--- src/rtl/logs_split_if.sv ---
// logs_split_if: the start/busy/done handshake and result bus of logs_split.
//   master : requester side (drives start/total, observes results)
//   slave  : the splitter itself
//   start     request pulse, sampled only while the splitter is idle
//   total     value to distribute, latched when start is accepted
//   busy      operation in progress (FILL and DONE states)
//   done      one-cycle pulse, parts/overflow are final
//   overflow  total did not fit into NADDENDS full slots
//   parts     packed slot values, slot 0 = parts[0]
interface logs_split_if #(
  parameter int NBITS    = 3,
  parameter int NADDENDS = 6,
  parameter int TBITS    = 6
);
  logic                          start;
  logic [TBITS-1:0]              total;
  logic                          busy;
  logic                          done;
  logic                          overflow;
  logic [NADDENDS-1:0][NBITS-1:0] parts;

  modport master (output start, output total,
                  input  busy, input done, input overflow, input parts);
  modport slave  (input  start, input total,
                  output busy, output done, output overflow, output parts);
endinterface

--- src/rtl/logs_split.sv ---
// logs_split: sequential splitter, the inverse of a tree adder. A scalar total
// is distributed over NADDENDS slots of NBITS each so the slots sum back to
// the total; whatever does not fit is flagged as overflow.
//   clk  rising-edge clock
//   rst  synchronous active-high reset
//   bus  logs_split_if.slave: start/total in, busy/done/overflow/parts out
// Build option: LOGS_SPLIT_EVEN_EN selects round-robin one-unit dealing
// (skipping full slots) instead of the default greedy fill.
module logs_split #(
  parameter int NBITS    = 3,
  parameter int NADDENDS = 6,
  parameter int TBITS    = 6
) (
  input logic         clk,
  input logic         rst,
  logs_split_if.slave bus
);

  localparam int IW = (NADDENDS > 1) ? $clog2(NADDENDS) : 1;
  localparam logic [TBITS-1:0] MAX_T   = TBITS'((1 << NBITS) - 1);
  localparam logic [IW-1:0]    LAST_IX = IW'(NADDENDS - 1);

  typedef enum logic [1:0] {
    S_IDLE = 2'd0,
    S_FILL = 2'd1,
    S_DONE = 2'd2
  } state_t;

  state_t                         state_q, state_d;
  logic [TBITS-1:0]               rem_q, rem_d;
  logic [IW-1:0]                  idx_q, idx_d;
  logic [NADDENDS-1:0][NBITS-1:0] parts_q, parts_d;
  logic                           overflow_q, overflow_d;
  logic                           fill_exit;

`ifdef LOGS_SPLIT_EVEN_EN
  logic all_full;
`else
  logic [NBITS-1:0] take;
`endif

  always_comb begin
    state_d    = state_q;
    rem_d      = rem_q;
    idx_d      = idx_q;
    parts_d    = parts_q;
    overflow_d = overflow_q;
    fill_exit  = 1'b0;
`ifdef LOGS_SPLIT_EVEN_EN
    all_full   = 1'b1;
`else
    take       = '0;
`endif

    unique case (state_q)
      S_IDLE: begin
        if (bus.start) begin
          rem_d      = bus.total;
          parts_d    = '0;
          overflow_d = 1'b0;
          idx_d      = '0;
          state_d    = S_FILL;
        end
      end

      S_FILL: begin
`ifdef LOGS_SPLIT_EVEN_EN
        // One unit per cycle into the current slot unless it is already full
        // (a skip cycle); the pointer always advances round-robin.
        if (rem_q != '0 && parts_q[idx_q] != '1) begin
          parts_d[idx_q] = parts_q[idx_q] + 1'b1;
          rem_d          = rem_q - 1'b1;
        end
        idx_d = (idx_q == LAST_IX) ? '0 : idx_q + 1'b1;
        for (int unsigned i = 0; i < NADDENDS; i++) begin
          if (parts_d[i] != '1) all_full = 1'b0;
        end
        fill_exit = (rem_d == '0) || all_full;
`else
        take           = (rem_q > MAX_T) ? MAX_T[NBITS-1:0] : rem_q[NBITS-1:0];
        parts_d[idx_q] = take;
        rem_d          = rem_q - TBITS'(take);
        idx_d          = idx_q + 1'b1;
        fill_exit      = (rem_d == '0) || (idx_q == LAST_IX);
`endif
        // Overflow is resolved on the way into DONE so it is already valid
        // in the done cycle and then simply holds.
        if (fill_exit) begin
          overflow_d = (rem_d != '0);
          state_d    = S_DONE;
        end
      end

      S_DONE: begin
        state_d = S_IDLE;
      end

      default: begin
        state_d = S_IDLE;
      end
    endcase
  end

  always_ff @(posedge clk) begin
    if (rst) begin
      state_q    <= S_IDLE;
      rem_q      <= '0;
      idx_q      <= '0;
      parts_q    <= '0;
      overflow_q <= 1'b0;
    end else begin
      state_q    <= state_d;
      rem_q      <= rem_d;
      idx_q      <= idx_d;
      parts_q    <= parts_d;
      overflow_q <= overflow_d;
    end
  end

  assign bus.busy     = (state_q != S_IDLE);
  assign bus.done     = (state_q == S_DONE);
  assign bus.overflow = overflow_q;
  assign bus.parts    = parts_q;

endmodule

--- src/flat_wrapper.sv ---
// flat-port wrapper written by rule: the top's interface ports become plain ports
module logs_split_flat 
#(
  parameter int NBITS    = 3,
  parameter int NADDENDS = 6,
  parameter int TBITS    = 6
)
  (clk, rst, bus_start, bus_total, bus_busy, bus_done, bus_overflow, bus_parts);
  logs_split_if #(.NBITS(NBITS), .NADDENDS(NADDENDS), .TBITS(TBITS)) bus_i ();
  input logic clk;
  input logic rst;
  input wire logic [$bits(bus_i.start)-1:0] bus_start;
  input wire logic [$bits(bus_i.total)-1:0] bus_total;
  output wire logic [$bits(bus_i.busy)-1:0] bus_busy;
  output wire logic [$bits(bus_i.done)-1:0] bus_done;
  output wire logic [$bits(bus_i.overflow)-1:0] bus_overflow;
  output wire logic [$bits(bus_i.parts)-1:0] bus_parts;
  assign bus_i.start = bus_start;
  assign bus_i.total = bus_total;
  assign bus_busy = bus_i.busy;
  assign bus_done = bus_i.done;
  assign bus_overflow = bus_i.overflow;
  assign bus_parts = bus_i.parts;
  logs_split #(.NBITS(NBITS), .NADDENDS(NADDENDS), .TBITS(TBITS)) u_core (.clk(clk), .rst(rst), .bus(bus_i));
endmodule
--- config.mk ---
export PLATFORM = sky130hd
export DESIGN_NAME = logs_split_flat
export DESIGN_NICKNAME = d
export VERILOG_FILES = /design/src/rtl/logs_split_if.sv /design/src/rtl/logs_split.sv /design/src/flat_wrapper.sv
export SDC_FILE = /design/constraint.sdc
export NUM_CORES = 1
export LEC_CHECK = 0
export CELL_PAD_IN_SITES_DETAIL_PLACEMENT = 0
export CELL_PAD_IN_SITES_GLOBAL_PLACEMENT = 1
export CORE_MARGIN = 3
export CORE_UTILIZATION = 41
export CTS_BUF_LIST = sky130_fd_sc_hd__clkbuf_4 sky130_fd_sc_hd__clkbuf_8
export DETAILED_ROUTE_END_ITERATION = 8
export PLACE_DENSITY = 0.92
export SYNTH_ARGS = -nofsm -noshare
export SYNTH_HDL_FRONTEND = slang
export SYNTH_SLANG_ARGS = --single-unit
--- constraint.sdc ---
create_clock -name clk -period 3.9 [get_ports clk]
set_input_delay 0.39 -clock clk [delete_from_list [all_inputs] [get_ports clk]]
set_output_delay 0.39 -clock clk [all_outputs]
set_load 0.005 [all_outputs]
# After elaboration in Yosys (flattened, before gate mapping)
# Cells that the tools add are included.
# op_classes
addsub	2
muxes	16
order_cmp	3
n_eq_ne	5
n_reduce_logical	10
# ops
cell	n
$pmux 18 s2	1
$bwmux 18	1
$mux 18	1
$pmux 6 s2	1
$demux 3 s3	1
$mux 3	3
$gt 6x3->1 const B	1
$logic_not 6->1	1
$mux 6	1
$pmux 3 s2	1
$reduce_bool 6->1	1
$sub 6x3->6	1
$lt 3x4->1 const B	1
$mux 2	2
$pmux 2 s2	1
$reduce_and 2->1	2
$reduce_bool 2->1	2
$add 3x1->3 const B	1
$eq 3x3->1 const B	1
$ge 3x1->1 const B	1
$reduce_and 3->1	1
$eq 2x1->1 const B	1
$eq 2x2->1 const B	1
$logic_not 2->1	1
other kinds (6)	7
# word_totals
reg_bits	30
input_bits	9
output_inout_bits	21
wordCells	46

# Longest topological paths before layout
# logic_depth
word_depth	7
depth_mapped	7
ltp_nobuf	7

# Least setup slack after synthesis
# OpenSTA, ideal clock, no wires.
# synth_timing
kind	register to register
start	register u_core.rem_q[3]
end	register u_core.state_q[0]
setup_ns	0.131
required_ns	3.769
arrival_ns	1.861
path_slack_ns	1.908
stages_incl_launch_ff	7
n_path_buf	0
path_cell_list	dfxtp_1 -> nor3_2 -> or2_2 -> ha_1 -> or4_1 -> nor3_2 -> o22ai_1
# synth_via
elab_chain_len	7
# synth_lines
item	line_no	source
start, declared	logs_split.sv:30	logic [TBITS-1:0] rem_q, rem_d;
start signal, assigned	logs_split.sv:113	rem_q <= rem_d;
$gt 6x3->1	logs_split.sv:80	take = (rem_q > MAX_T) ? MAX_T[NBITS-1:0] : rem_q[NBITS-1:0];
$mux 3	logs_split.sv:80	
$sub 6x3->6 (*)	logs_split.sv:82	rem_d = rem_q - TBITS'(take);
$logic_not 6->1 (*)	logs_split.sv:84	fill_exit = (rem_d == '0) || (idx_q == LAST_IX);
$logic_or 1x1->1 (*)	logs_split.sv:84	
$ne 2x1->1 (no source line) (*)	--	
$reduce_and 2->1 (no source line) (*)	--	
end signal, assigned	logs_split.sv:112	state_q <= state_d;
end, declared	logs_split.sv:29	state_t state_q, state_d;
# Mark *: on every way between the ends. The rest lies on a longest branch, timed or not.
# A chain may end at the register's enable or synchronous reset.

# Worst setup path after layout
# Ends and elaborated chain as after synthesis.

==> summary.json <==
{
  "synthToLayoutAreaGrowth": {"value": 26.4, "unit": "%"},
  "timing.critical_path.arrival": {"value": 2.49, "unit": "ns"},
  "hold_class": {"value": "flop to flop"},
  "grt_util_all_layers": {"value": 0.186},
  "fill_cells": {"value": 298},
  "post_cts_resized": {"value": 0},
  "power.leakage": {"value": 0.621, "unit": "nW"},
  "antenna_cells": {"value": 0},
  "maxcap_viol_count": {"value": 0},
  "r2r_slack": {"value": 1.60, "unit": "ns"},
  "core_outline_area": {"value": 0.00313, "unit": "mm^2"},
  "io_buffers": {"value": 29},
  "syn_inst": {"value": 165},
  "setup_violations": {"value": 0},
  "timing.critical_path.max_delay_family": {"value": "simple AND/OR/NAND/NOR gates"},
  "fin_worst_skew": {"value": 0.00678, "unit": "ns"},
  "reg2regPathDepth": {"value": 6},
  "detail_route.wl_per_cell": {"value": 14.5, "unit": "um"},
  "post_cts.repair.setup_buffers": {"value": 0},
  "pre_cts_slack": {"value": 1.63, "unit": "ns"},
  "via_to_cell_ratio": {"value": 5.60},
  "p_per_area": {"value": 676, "unit": "mW/mm^2"},
  "kind_of_critical_path": {"value": "flop to flop"},
  "critPathBufInv": {"value": 0},
  "drt_first_pass_iters": {"value": 4},
  "cts_tree": {"value": "yes"},
  "routed-via-count": {"value": 1327},
  "worst-path-max-fanout": {"value": 7},
  "synth_sequential_area_ratio": {"value": 0.436},
  "slew_violations": {"value": 0},
  "design.portCount": {"value": 30},
  "upper_clock_frequency_limit": {"value": 435, "unit": "MHz"},
  "finalHoldViolCount": {"value": 0},
  "numClockSinks": {"value": 30},
  "fin_nets": {"value": 205},
  "worst_slew_pin_tran": {"value": 1.12, "unit": "ns"},
  "postSynthRegisterBits": {"value": 30},
  "slowest_delay": {"value": 0.54, "unit": "ns"},
  "first_global_vias": {"value": 1252},
  "num_rows": {"value": 20},
  "max-slew-margin-rel": {"value": 0.249},
  "grt_pass1_wl": {"value": 5940, "unit": "um"},
  "cts_hold_buffers": {"value": 0},
  "cts_made_buffers": {"value": 5},
  "dieHeight": {"value": 64.0, "unit": "um"},
  "synthesis.area": {"value": 0.00138, "unit": "mm^2"},
  "clock_root_buffer": {"value": "sky130_fd_sc_hd__clkbuf_4"},
  "critical_path.most_common_cell": {"value": "sky130_fd_sc_hd__nor3_2"},
  "antenna_found_initial": {"value": 0},
  "drt-total-wl": {"value": 3450, "unit": "um"},
  "initial_utilization": {"value": 0.440},
  "detailedRoute.firstIterationViolations": {"value": 89},
  "clkSlewWorstSetupHoldPaths": {"value": 0.09, "unit": "ns"},
  "drtAntennaViolNets": {"value": 0},
  "worstHoldPathCells": {"value": 2},
  "post_synth_num_cell_types": {"value": 37},
  "htree_num_levels": {"value": 2},
  "drcViolationCount": {"value": 0},
  "timing.critical_path.to_type": {"value": "flop"},
  "cp-startpoint": {"value": "u_core.rem_q[3]"},
  "layout_setup_ws": {"value": 1.60, "unit": "ns"},
  "critical_path.cell_chain": {"value": "nor3_2 -> or2_2 -> ha_1 -> or4_1 -> nor3_2 -> o22ai_1"},
  "critPathSlowestCell": {"value": "sky130_fd_sc_hd__or4_1"},
  "grt_start_max_net_pins": {"value": 32},
  "post-route-min-period": {"value": 2.30, "unit": "ns"},
  "cp.depth": {"value": 6},
  "critical_path.endpoint": {"value": "u_core.state_q[0]"},
  "detailedPlacementHpwl": {"value": 2440, "unit": "um"},
  "clockBufferDepth": {"value": 2},
  "worstSetupStartpointType": {"value": "flop"},
  "required": {"value": 4.08, "unit": "ns"},
  "clkLatencyLatePin": {"value": 0.33, "unit": "ns"},
  "fp.dieW": {"value": 64.0, "unit": "um"},
  "fraction_of_the_cycle_the_final_worst_path_needs": {"value": 0.590},
  "r2r-end": {"value": "u_core.state_q[0]"},
  "final_layout_size_suffix_gt1_frac": {"value": 0.0881},
  "grt_total_ovfl": {"value": 0},
  "vdd_drop_max": {"value": 0.306, "unit": "mV"},
  "status": {"value": "finished, final reports clean"},
  "ff_to_ff_start": {"value": "u_core.rem_q[3]"},
  "setup-tns-final": {"value": 0, "unit": "ns"},
  "grt_setup_unrepaired": {"value": "false"},
  "routabilityCongestion": {"value": 0.779},
  "report.power.total": {"value": 1.18, "unit": "mW"},
  "yosysWarningCount": {"value": 0},
  "syn-mean-instance-area": {"value": 8.35, "unit": "um^2"},
  "synth.net_count": {"value": 177},
  "fp.dieArea": {"value": 0.00409, "unit": "mm^2"}
}
==> logic make-up after synthesis <==
group	synth area share
xor gates and xnor gates	0.0118
adders and majority gates	0.0273
DFF	0.436
buffers and inverters	0.0327
and+or+nand+nor	0.281
AOI/OAI and AO/OA	0.212
==> layout by cell type (no fill, tap or decap), types with 2 or more instances in the layout <==
cell / Yosys / final
sky130_fd_sc_hd__inv_1: 3 / 3
sky130_fd_sc_hd__nand4_1: 4 / 4
sky130_fd_sc_hd__o21ai_0: 3 / 3
sky130_fd_sc_hd__nand3_1: 9 / 9
sky130_fd_sc_hd__a21oi_1: 14 / 14
sky130_fd_sc_hd__nor2b_1: 2 / 2
sky130_fd_sc_hd__clkdlybuf4s50_1: 0 / 29
sky130_fd_sc_hd__nor3_2: 2 / 2
sky130_fd_sc_hd__nand2b_1: 4 / 4
sky130_fd_sc_hd__a22oi_1: 12 / 12
sky130_fd_sc_hd__clkbuf_4: 0 / 7
sky130_fd_sc_hd__ha_1: 3 / 3
sky130_fd_sc_hd__or2_2: 3 / 3
sky130_fd_sc_hd__o221ai_1: 3 / 3
sky130_fd_sc_hd__nand2_1: 13 / 13
sky130_fd_sc_hd__dfxtp_1: 30 / 30
sky130_fd_sc_hd__nor2_1: 29 / 29
sky130_fd_sc_hd__nor4_1: 4 / 4
==> synthesized netlist by cell type <==
library cell,n,area share
sky130_fd_sc_hd__dfxtp_1,30,0.44
sky130_fd_sc_hd__nor2_1,29,0.079
sky130_fd_sc_hd__a21oi_1,14,0.051
sky130_fd_sc_hd__nand2_1,13,0.035
sky130_fd_sc_hd__a22oi_1,12,0.065
sky130_fd_sc_hd__nand3_1,9,0.033
sky130_fd_sc_hd__clkbuf_1,5,0.014
sky130_fd_sc_hd__nand2b_1,4,0.018
sky130_fd_sc_hd__nand4_1,4,0.018
sky130_fd_sc_hd__nor4_1,4,0.018
sky130_fd_sc_hd__buf_2,3,0.011
sky130_fd_sc_hd__ha_1,3,0.027
sky130_fd_sc_hd__inv_1,3,0.0082
sky130_fd_sc_hd__o21ai_0,3,0.011
sky130_fd_sc_hd__o221ai_1,3,0.019
sky130_fd_sc_hd__or2_2,3,0.014
sky130_fd_sc_hd__nor2b_1,2,0.0091
sky130_fd_sc_hd__nor3_2,2,0.015
sky130_fd_sc_hd__a2111oi_0,1,0.0064
sky130_fd_sc_hd__a2111oi_2,1,0.011
sky130_fd_sc_hd__a211oi_1,1,0.0055
sky130_fd_sc_hd__a21o_2,1,0.0064
sky130_fd_sc_hd__a22o_1,1,0.0064
sky130_fd_sc_hd__a311oi_1,1,0.0064
sky130_fd_sc_hd__and2_1,1,0.0045
sky130_fd_sc_hd__and3_1,1,0.0045
sky130_fd_sc_hd__and3b_1,1,0.0064
sky130_fd_sc_hd__nand3_2,1,0.0073
sky130_fd_sc_hd__nor3_1,1,0.0036
sky130_fd_sc_hd__nor3b_1,1,0.0055
sky130_fd_sc_hd__o211ai_1,1,0.0055
sky130_fd_sc_hd__o21a_1,1,0.0055
sky130_fd_sc_hd__o21bai_2,1,0.0082
sky130_fd_sc_hd__o22ai_1,1,0.0045
sky130_fd_sc_hd__or3_1,1,0.0045
sky130_fd_sc_hd__or4_1,1,0.0055
sky130_fd_sc_hd__xnor2_2,1,0.012
==> tightest hold or removal path, cell delays in order (launching register included) <==
cell	delay [ns]
sky130_fd_sc_hd__dfxtp_1	0.31
sky130_fd_sc_hd__nand3_1	0.06
sky130_fd_sc_hd__a21oi_1	0.06
==> sequential cells by signal, summed over array words and instances, names as in the netlist <==
register and cells:
u_core.rem_q 6, u_core.bus.overflow 1, u_core.idx_q 3, u_core.bus.parts 18, u_core.state_q 2
==> worst min-delay path by stage <==
stage | startpoint | endpoint | slack [ns]
final | u_core.bus.parts[16] | u_core.bus.parts[16] | 0.47
after global routing | u_core.bus.parts[16] | u_core.bus.parts[16] | 0.49
after CTS | u_core.bus.parts[14] | u_core.bus.parts[14] | 0.47
after detailed placement | u_core.bus.parts[14] | u_core.bus.parts[14] | 0.46
after global placement | u_core.bus.parts[13] | u_core.bus.parts[13] | 0.46
after floorplan | u_core.bus.parts[12] | u_core.bus.parts[12] | 0.46
==> power by group <==
group / leakage [nW] / internal, mW / switching, mW / total [mW]
registers: 0.244 / 0.361 / 0.0789 / 0.440
logic: 0.345 / 0.226 / 0.329 / 0.556
clock network: 0.0322 / 0.0817 / 0.0994 / 0.181
==> cell type report <==
class                   count  area, um^2  area share
inverters                   3        11.3     0.00647
multi-input cells         124         732       0.420
well taps                  44        55.1      0.0316
repair buffers             29         290       0.167
flip-flops and latches     30         601       0.345
clock buffers               7        52.6      0.0302
==> per-layer routing <==
layer / vias to the layer above / share of wire / GRT usage
li1: 656 / - / -
met3: 8 / 0.043 / 0.0404
met1: 635 / 0.45 / 0.238
met4: 0 / 0.021 / 0.0970
met2: 28 / 0.48 / 0.290
met5: - / 0 / 0
==> metrics by stage <==
step / area [um^2] / cells / utilization / hold slack (ns)
detailed placement: 1690 / 230 / 0.540 / 0.459
finish: 1740 / 237 / 0.557 / 0.468
floorplan: 1380 / 165 / - / 0.464
CTS: 1740 / 237 / 0.557 / 0.471
global route: 1740 / 237 / 0.557 / 0.490
global placement: 1690 / 230 / 0.540 / 0.458
(Power assumes the default switching activity.)
